$ cat config.mk
export PLATFORM = sky130hd
export DESIGN_NAME = control_sequencer
export DESIGN_NICKNAME = d
export VERILOG_FILES = /design/src/rtl/control_sequencer.sv
export SDC_FILE = /design/constraint.sdc
export NUM_CORES = 1
export LEC_CHECK = 0
export BUFFER_PORTS_ARGS = -buffer_cell sky130_fd_sc_hd__buf_2
export CAP_MARGIN = 25
export CORE_ASPECT_RATIO = 1.25
export CORE_MARGIN = 3
export CORE_UTILIZATION = 41
export DETAILED_ROUTE_END_ITERATION = 6
export GPL_TIMING_DRIVEN = 0
export PLACE_DENSITY = 0.91
export SKIP_CTS_REPAIR_TIMING = 1
export SYNTH_ARGS = -nofsm -noshare
export SYNTH_HDL_FRONTEND = slang
export SYNTH_SLANG_ARGS = --single-unit
$ cat constraint.sdc
create_clock -name clock -period 2.55 [get_ports clock]
set_clock_uncertainty 0.05 [all_clocks]
set_input_delay 0 -clock clock [delete_from_list [all_inputs] [get_ports clock]]
set_output_delay 0 -clock clock [all_outputs]
set_load 0.01 [all_outputs]
$ cat src/rtl/control_sequencer.sv
// ----------------------------------------------------------------------------
// control_sequencer
//   Hardwired control unit for the DataPath. Steps through fetch (T0..T2) and
//   an opcode-dependent execute sequence (T3..T7), one step per clock, and
//   drives the bus-source, register-load, ALU and memory strobes combinationally
//   from the current step and the opcode in IR[31:27].
//
// Ports
//   clock    in   system clock, rising edge
//   clear    in   asynchronous reset, active-low (forces RST)
//   IR       in   instruction register contents, opcode = IR[31:27]
//   Stop     in   halt request, sampled only when leaving an instruction's last step
//   PCout, Zlowout, MDRout, BAout, Rout, Csignout     bus-source selects
//   PCin, MARin, MDRin, IRin, Yin, Zlowin, Rin         register load enables
//   Gra, Grb, Grc                                      IR register-field selects
//   IncPC, ADD, SUB, AND, OR                           ALU operation selects
//   Read, Write, MD_read                               memory strobes / MDR source
//   Run      out  1 in T0..T7, 0 in RST and HALT
//   step     out  current step: 0..7 = T0..T7, 4'hE = RST, 4'hF = HALT
// ----------------------------------------------------------------------------
module control_sequencer #(
   parameter logic [4:0] OP_LD   = 5'b00000,
   parameter logic [4:0] OP_LDI  = 5'b00001,
   parameter logic [4:0] OP_ST   = 5'b00010,
   parameter logic [4:0] OP_ADD  = 5'b00011,
   parameter logic [4:0] OP_SUB  = 5'b00100,
   parameter logic [4:0] OP_AND  = 5'b00101,
   parameter logic [4:0] OP_OR   = 5'b00110,
   parameter logic [4:0] OP_ADDI = 5'b01100,
   parameter logic [4:0] OP_NOP  = 5'b11010,
   parameter logic [4:0] OP_HALT = 5'b11011
) (
   input  logic        clock,
   input  logic        clear,
   input  logic [31:0] IR,
   input  logic        Stop,
   output logic        PCout,
   output logic        Zlowout,
   output logic        MDRout,
   output logic        BAout,
   output logic        Rout,
   output logic        Csignout,
   output logic        PCin,
   output logic        MARin,
   output logic        MDRin,
   output logic        IRin,
   output logic        Yin,
   output logic        Zlowin,
   output logic        Rin,
   output logic        Gra,
   output logic        Grb,
   output logic        Grc,
   output logic        IncPC,
   output logic        ADD,
   output logic        SUB,
   output logic        AND,
   output logic        OR,
   output logic        Read,
   output logic        Write,
   output logic        MD_read,
   output logic        Run,
   output logic [3:0]  step
);

   // State code doubles as the externally visible step number.
   localparam logic [3:0] ST_T0   = 4'h0;
   localparam logic [3:0] ST_T1   = 4'h1;
   localparam logic [3:0] ST_T2   = 4'h2;
   localparam logic [3:0] ST_T3   = 4'h3;
   localparam logic [3:0] ST_T4   = 4'h4;
   localparam logic [3:0] ST_T5   = 4'h5;
   localparam logic [3:0] ST_T6   = 4'h6;
   localparam logic [3:0] ST_T7   = 4'h7;
   localparam logic [3:0] ST_RST  = 4'hE;
   localparam logic [3:0] ST_HALT = 4'hF;

   logic [3:0] state;
   logic [3:0] state_nxt;
   logic [4:0] opcode;
   logic       unused_ir;

   logic is_alu;    // add/sub/and/or
   logic is_ldi;
   logic is_addi;
   logic is_ld;
   logic is_st;
   logic is_halt;
   logic is_addr;   // ldi/addi/ld/st: share the base+C computation in T3/T4
   logic is_exec;   // has any execute steps at all

   assign opcode    = IR[31:27];
   assign unused_ir = ^IR[26:0];

   always_comb begin
      is_alu  = (opcode == OP_ADD) || (opcode == OP_SUB) ||
                (opcode == OP_AND) || (opcode == OP_OR);
      is_ldi  = (opcode == OP_LDI);
      is_addi = (opcode == OP_ADDI);
      is_ld   = (opcode == OP_LD);
      is_st   = (opcode == OP_ST);
      is_halt = (opcode == OP_HALT);
      is_addr = is_ldi || is_addi || is_ld || is_st;
      is_exec = is_alu || is_addr;
   end

   always_ff @(posedge clock or negedge clear) begin
      if (!clear)
         state <= ST_RST;
      else
         state <= state_nxt;
   end

   // Stop is only looked at on the transition out of an instruction's final
   // step (T2 for nop/undefined, T5 for 6-cycle ops, T7 for ld/st).
   always_comb begin
      state_nxt = ST_RST;
      case (state)
         ST_RST:  state_nxt = ST_T0;
         ST_T0:   state_nxt = ST_T1;
         ST_T1:   state_nxt = ST_T2;
         ST_T2: begin
            if (is_halt)
               state_nxt = ST_HALT;
            else if (is_exec)
               state_nxt = ST_T3;
            else
               state_nxt = Stop ? ST_HALT : ST_T0;
         end
         ST_T3:   state_nxt = ST_T4;
         ST_T4:   state_nxt = ST_T5;
         ST_T5: begin
            if (is_ld || is_st)
               state_nxt = ST_T6;
            else
               state_nxt = Stop ? ST_HALT : ST_T0;
         end
         ST_T6:   state_nxt = ST_T7;
         ST_T7:   state_nxt = Stop ? ST_HALT : ST_T0;
         ST_HALT: state_nxt = ST_HALT;
         default: state_nxt = ST_RST;
      endcase
   end

   always_comb begin
      PCout    = 1'b0;
      Zlowout  = 1'b0;
      MDRout   = 1'b0;
      BAout    = 1'b0;
      Rout     = 1'b0;
      Csignout = 1'b0;
      PCin     = 1'b0;
      MARin    = 1'b0;
      MDRin    = 1'b0;
      IRin     = 1'b0;
      Yin      = 1'b0;
      Zlowin   = 1'b0;
      Rin      = 1'b0;
      Gra      = 1'b0;
      Grb      = 1'b0;
      Grc      = 1'b0;
      IncPC    = 1'b0;
      ADD      = 1'b0;
      SUB      = 1'b0;
      AND      = 1'b0;
      OR       = 1'b0;
      Read     = 1'b0;
      Write    = 1'b0;
      MD_read  = 1'b0;
      case (state)
         ST_T0: begin
            PCout  = 1'b1;
            MARin  = 1'b1;
            IncPC  = 1'b1;
            Zlowin = 1'b1;
         end
         ST_T1: begin
            Zlowout = 1'b1;
            PCin    = 1'b1;
            Read    = 1'b1;
            MD_read = 1'b1;
            MDRin   = 1'b1;
         end
         ST_T2: begin
            MDRout = 1'b1;
            IRin   = 1'b1;
         end
         ST_T3: begin
            if (is_alu) begin
               Grb  = 1'b1;
               Rout = 1'b1;
               Yin  = 1'b1;
            end else if (is_addr) begin
               Grb   = 1'b1;
               Yin   = 1'b1;
               // addi reads the register itself; the other address forms use
               // BAout so that R0 reads as zero.
               Rout  = is_addi;
               BAout = !is_addi;
            end
         end
         ST_T4: begin
            if (is_alu) begin
               Grc    = 1'b1;
               Rout   = 1'b1;
               Zlowin = 1'b1;
               ADD    = (opcode == OP_ADD);
               SUB    = (opcode == OP_SUB);
               AND    = (opcode == OP_AND);
               OR     = (opcode == OP_OR);
            end else if (is_addr) begin
               Csignout = 1'b1;
               ADD      = 1'b1;
               Zlowin   = 1'b1;
            end
         end
         ST_T5: begin
            if (is_alu || is_ldi || is_addi) begin
               Zlowout = 1'b1;
               Gra     = 1'b1;
               Rin     = 1'b1;
            end else if (is_ld || is_st) begin
               Zlowout = 1'b1;
               MARin   = 1'b1;
            end
         end
         ST_T6: begin
            if (is_ld) begin
               Read    = 1'b1;
               MD_read = 1'b1;
               MDRin   = 1'b1;
            end else if (is_st) begin
               Gra   = 1'b1;
               Rout  = 1'b1;
               MDRin = 1'b1;
            end
         end
         ST_T7: begin
            if (is_ld) begin
               MDRout = 1'b1;
               Gra    = 1'b1;
               Rin    = 1'b1;
            end else if (is_st) begin
               Write = 1'b1;
            end
         end
         default: ;
      endcase
   end

   assign Run  = (state <= ST_T7);
   assign step = state;

endmodule
* Yosys cells after proc, flatten, opt, wreduce, memory -nomap -nowiden
Cells that the tools add are included.
** Storage, ports and cells
- Latch bits :: 0
- Memory bits (writable) :: 0
- Input port bits :: 35
- Word-level logic and storage cells :: 78
- Output and inout bits :: 29
- Register bits after elaboration :: 4
- Bits in read-only memories :: 0
- Memories kept :: 0
** Operators by class
- Shift-type cells :: 0
- Add/subtract/negate cells :: 0
- Bitwise gates (word level) :: 0
- Multiplexer cells :: 46
- Equal/unequal tests :: 17
- Magnitude comparators :: 1
- Divide/modulo/power cells :: 0
- $mul :: 0
- Reductions and logical operators :: 13
** Operator list (count)
- 4-bit case mux with 10 select lines :: 1
- 1-bit 2-to-1 mux :: 32
- 4-bit by 3-bit == test with 1-bit output (second input constant) :: 4
- 4-bit 2-to-1 mux :: 4
- 5-bit by 3-bit == test with 1-bit output (second input constant) :: 3
- 1-bit case mux with 2 select lines :: 7
- 5-bit by 2-bit == test with 1-bit output (second input constant) :: 2
- 1-bit logical OR :: 10
- 4-bit by 2-bit == test with 1-bit output (second input constant) :: 2
- 4-bit == test (second input constant) :: 2
- 1-bit case mux with 3 select lines :: 2
- 5-bit by 1-bit == test with 1-bit output (second input constant) :: 1
- 5-bit by 4-bit == test with 1-bit output (second input constant) :: 1
- 5-bit == test (second input constant) :: 1
- 5-bit logical NOT :: 1
- 4-bit by 1-bit == test with 1-bit output (second input constant) :: 1
- 4-bit by 3-bit less-or-equal comparator with 1-bit output (second input constant) :: 1
- 4-bit logical NOT :: 1
- 1-bit logical NOT :: 1

* Longest topological paths before layout
- Depth after elaboration :: 8
- Gate-level depth with buffers :: 6

* Least setup slack after synthesis
No wires, ideal clock.
- Kind :: register -> output
- Start :: register state[2] (netlist: step[2])
- End :: output port Read
- Data required time :: 2.500 ns
- Cell stages (with the launch flop) :: 6
- Setup slack :: 0.862 ns
- Arrival :: 1.638 ns
- Cells stage by stage :: dfstp_2 -> clkbuf_1 -> nand3b_1 -> or3_4 -> o21ai_2 -> buf_4
** On the way
- Cells in the longest elaborated chain, start to end :: 2
- Elaborated cells between the ends (all ways) :: 3
** RTL lines
- start: declaration :: line 77 : logic [3:0] state;
- start signal: assignment :: line 110 : state <= state_nxt;
- 4-bit by 3-bit == test with 1-bit output or 4-bit by 1-bit == test with 1-bit output (tied branches)
- 1-bit case mux with 2 select lines *
- end: declaration :: line 58 : output logic Read,
Every way passes the cells marked *; elsewhere a longest branch is shown, timed or not.

* Worst setup path in the final report
- Start :: register state[2] (netlist: step[2])
- End :: output port Rout
** On the way
- Cells in the longest elaborated chain, start to end :: 2
- Elaborated cells between the ends (all ways) :: 4
** RTL lines
- 4-bit by 3-bit == test with 1-bit output or 4-bit by 2-bit == test with 1-bit output (tied branches) :: line 169 : case (state)
- 1-bit case mux with 3 select lines * :: line 169
- end: declaration :: line 41 : output logic Rout,
Marked as above.

==> impl_metrics.csv <==
group,metric,value,unit
yosys,synth_seq_area_share,13.9,%
critical_path,crit_start,"step[2]$_DFF_PN1_",
cells_and_area,stdcell_area,982,sq um
drt,wire_per_inst,13.6,microns
placement,dpl_cell_area,946,sq um
sta,slew_violations,0,
placement,place_ws,584,ps
cells_and_area,drive_gt1_share,38.4,%
yosys,syn_inst,111,
sta,finalHoldViolations,0,
drt,drc,0,
sta,relSlewSlack,59.3,%
yosys,ys_types,48,
sta,min_period,2270,ps
cells_and_area,largest_reg_flops,4,
drt,dr.first_iter.drc_count,43,
drt,dr_total_vias,981,
global_routing,grt_max_degree,11,
cells_and_area,area_growth,31.3,%
power_and_ir_drop,power_density,805,nW/um^2
cells_and_area,stdcell_count,169,
critical_path,rrSetupSlack,870,ps
clock_network,path_clk_slew,40,ps
global_routing,grt_pass1_vias,862,
clock_network,cts_buffer_depth,2,
critical_path,crit_fanout,8,
placement,io_buffers,35,
clock_network,clk-insertion-delay-late,250,ps
critical_path,arrival,2220,ps
worst_hold_path,hp-class,"in -> async",
floorplanning,initial_core_util,45.6,%
yosys,synthesis.area,748,sq um
power_and_ir_drop,leakage,0.506,nW
drt,first_pass_iters,5,
critical_path,criticalPathCategory,"reg -> out",
drt,wl,2.30,mm
sta,finalSetupViolCount,0,
cells_and_area,fin_util,59.8,%
floorplanning,io_pins,64,
power_and_ir_drop,ir_drop,0.621,mV
floorplanning,die_h,53.8,microns
placement,dp_hpwl,1.79,mm
sta,post-route-period-util,89.1,%
yosys,ys_ff_latch,4,
global_routing,grt_antenna_before_repair,0,
global_routing,gr-total-overflow,0,
yosys,synth_fp_nets,146,
critical_path,r2r-start,"step[2]$_DFF_PN1_",
floorplanning,dieArea,2380,sq um
clock_network,cts_tree,"done",
sta,rsz0062_at_grt,"no",
run_status,outcome,"complete, no violations",
drt,routed_via_density,5.80,
critical_path,cp-end-kind,"output port",
clock_network,clock-sinks,4,
yosys,yosys_warnings,0,
run,drv_cap,0,
floorplanning,coreArea,1640,sq um
critical_path,r2r_cells,5,
sta,setup_tns,0,ps
clock_network,cts_root_buffer,"clkbuf_4",
cells_and_area,fin_nets,187,
placement,dp_cells,164,
sta,clock.fmax,0.440,GHz
clock_network,h-tree-depth,1,
sta,hold_ws,33.2,ps
sta,tightest_slew,604,ps
critical_path,crit_required,2500,ps
global_routing,grt_first_pass_wirelength,3.57,mm
global_routing,track_usage,20.2,%
critical_path,r2r_end,"step[0]$_DFF_PN0_",
cells_and_area,n_antenna_cell,0,
drt,ant_nets,0,
critical_path,worst_setup_path_start_kind,"flip-flop",
sta,finalWorstSetupSlack,277,ps
floorplanning,fp.dieW,44.2,microns
floorplanning,rows,16,
placement,gp_congestion,0.883,
clock_network,numCtsBuffers,3,
yosys,synth_area_per_cell,6.74,sq um
power_and_ir_drop,p_total,0.791,mW
==> kinds of logic (layout without fill, tap and decap cells) <==
family          count (synthesis)  in the layout  share of synthesized area [%]
compound gates                 30             30                           28.6
simple gates                   57             57                           41.8
xor+xnor                        2              2                           2.34
mux                             1              1                           1.34
flops                           4              4                           13.9
buf+inv                        17             57                           12.0
==> metal layers <==
layer  up-vias  routed length, microns  global-route usage [%]
met2        41                    1170                    35.9
met5         -                       0                       0
li1        484                       -                       -
met4         0                      86                    13.6
met3        10                     130                    2.68
met1       446                     913                    21.9
==> layout make-up <==
| type | instances | area, sq um |
|---|---|---|
| plain buffers | 12 | 71.3 |
| clock buffers | 4 | 26.3 |
| fillers | 166 | 659 |
| inverters | 5 | 18.8 |
| multi-input cells | 90 | 554 |
| flip-flops and latches | 4 | 104 |
| well taps | 18 | 22.5 |
| repair buffers | 36 | 185 |
==> worst max-delay path, stage by stage, from the launching register on <==
cell and delay, ps:
dfstp_2 560, nor3b_1 440, nand2_1 310, a221o_1 400, o21ai_1 130, buf_2 140
==> worst max-delay path by stage <==
stage | to | slack (ps) | cells after the start
floorplan | Read | 860 | 5
global placement | Rout | 640 | 5
detailed placement | Rout | 580 | 5
CTS | Rout | 300 | 5
global route | Rout | 180 | 5
finish | Rout | 280 | 5
==> placed cells by master (no fill, tap or decap), types with 4 or more instances in the layout <==
cell,count
inv_1,5
nand2_1,13
buf_2,38
clkbuf_1,5
a21oi_1,6
buf_4,4
nand2b_1,5
nor3_1,6
nor2_1,12
==> synthesized netlist by cell type (all sizes together) <==
cell,count,area (sq um)
or3,3,25.0
o211ai,1,7.51
o311a,1,10.0
o32ai,2,17.5
or4,1,11.3
nand2b,6,45.0
o21bai,2,15.0
nor4,3,18.8
a31oi,2,12.5
or2,2,12.5
dfstp,3,78.8
nor2,12,45.0
a221o,1,10.0
nor3b,1,7.51
or3b,1,8.76
a211oi,3,22.5
inv,5,18.8
nand3,2,10.0
a22oi,1,7.51
or2b,1,7.51
clkbuf,4,15.0
nor4b,1,8.76
dfrtp,1,25.0
nand2,13,48.8
xor2,1,8.76
o311ai,1,8.76
a311oi,1,8.76
a31o,1,8.76
o21ai,5,28.8
o31a,1,10.0
xnor2,1,8.76
and3,2,12.5
and2,1,6.26
nor3,6,30.0
nand3b,2,15.0
a21oi,6,30.0
mux2i,1,10.0
o21a,1,7.51
a211o,1,8.76
buf,8,56.3
==> where the power goes <==
group	internal [mW]	leakage, nW	switching (mW)	total [mW]
clock	0.0592	0.0150	0.0329	0.0921
sequential	0.115	0.0431	0.0480	0.163
combinational	0.214	0.447	0.322	0.536
Power figures use the tool's default switching activity.
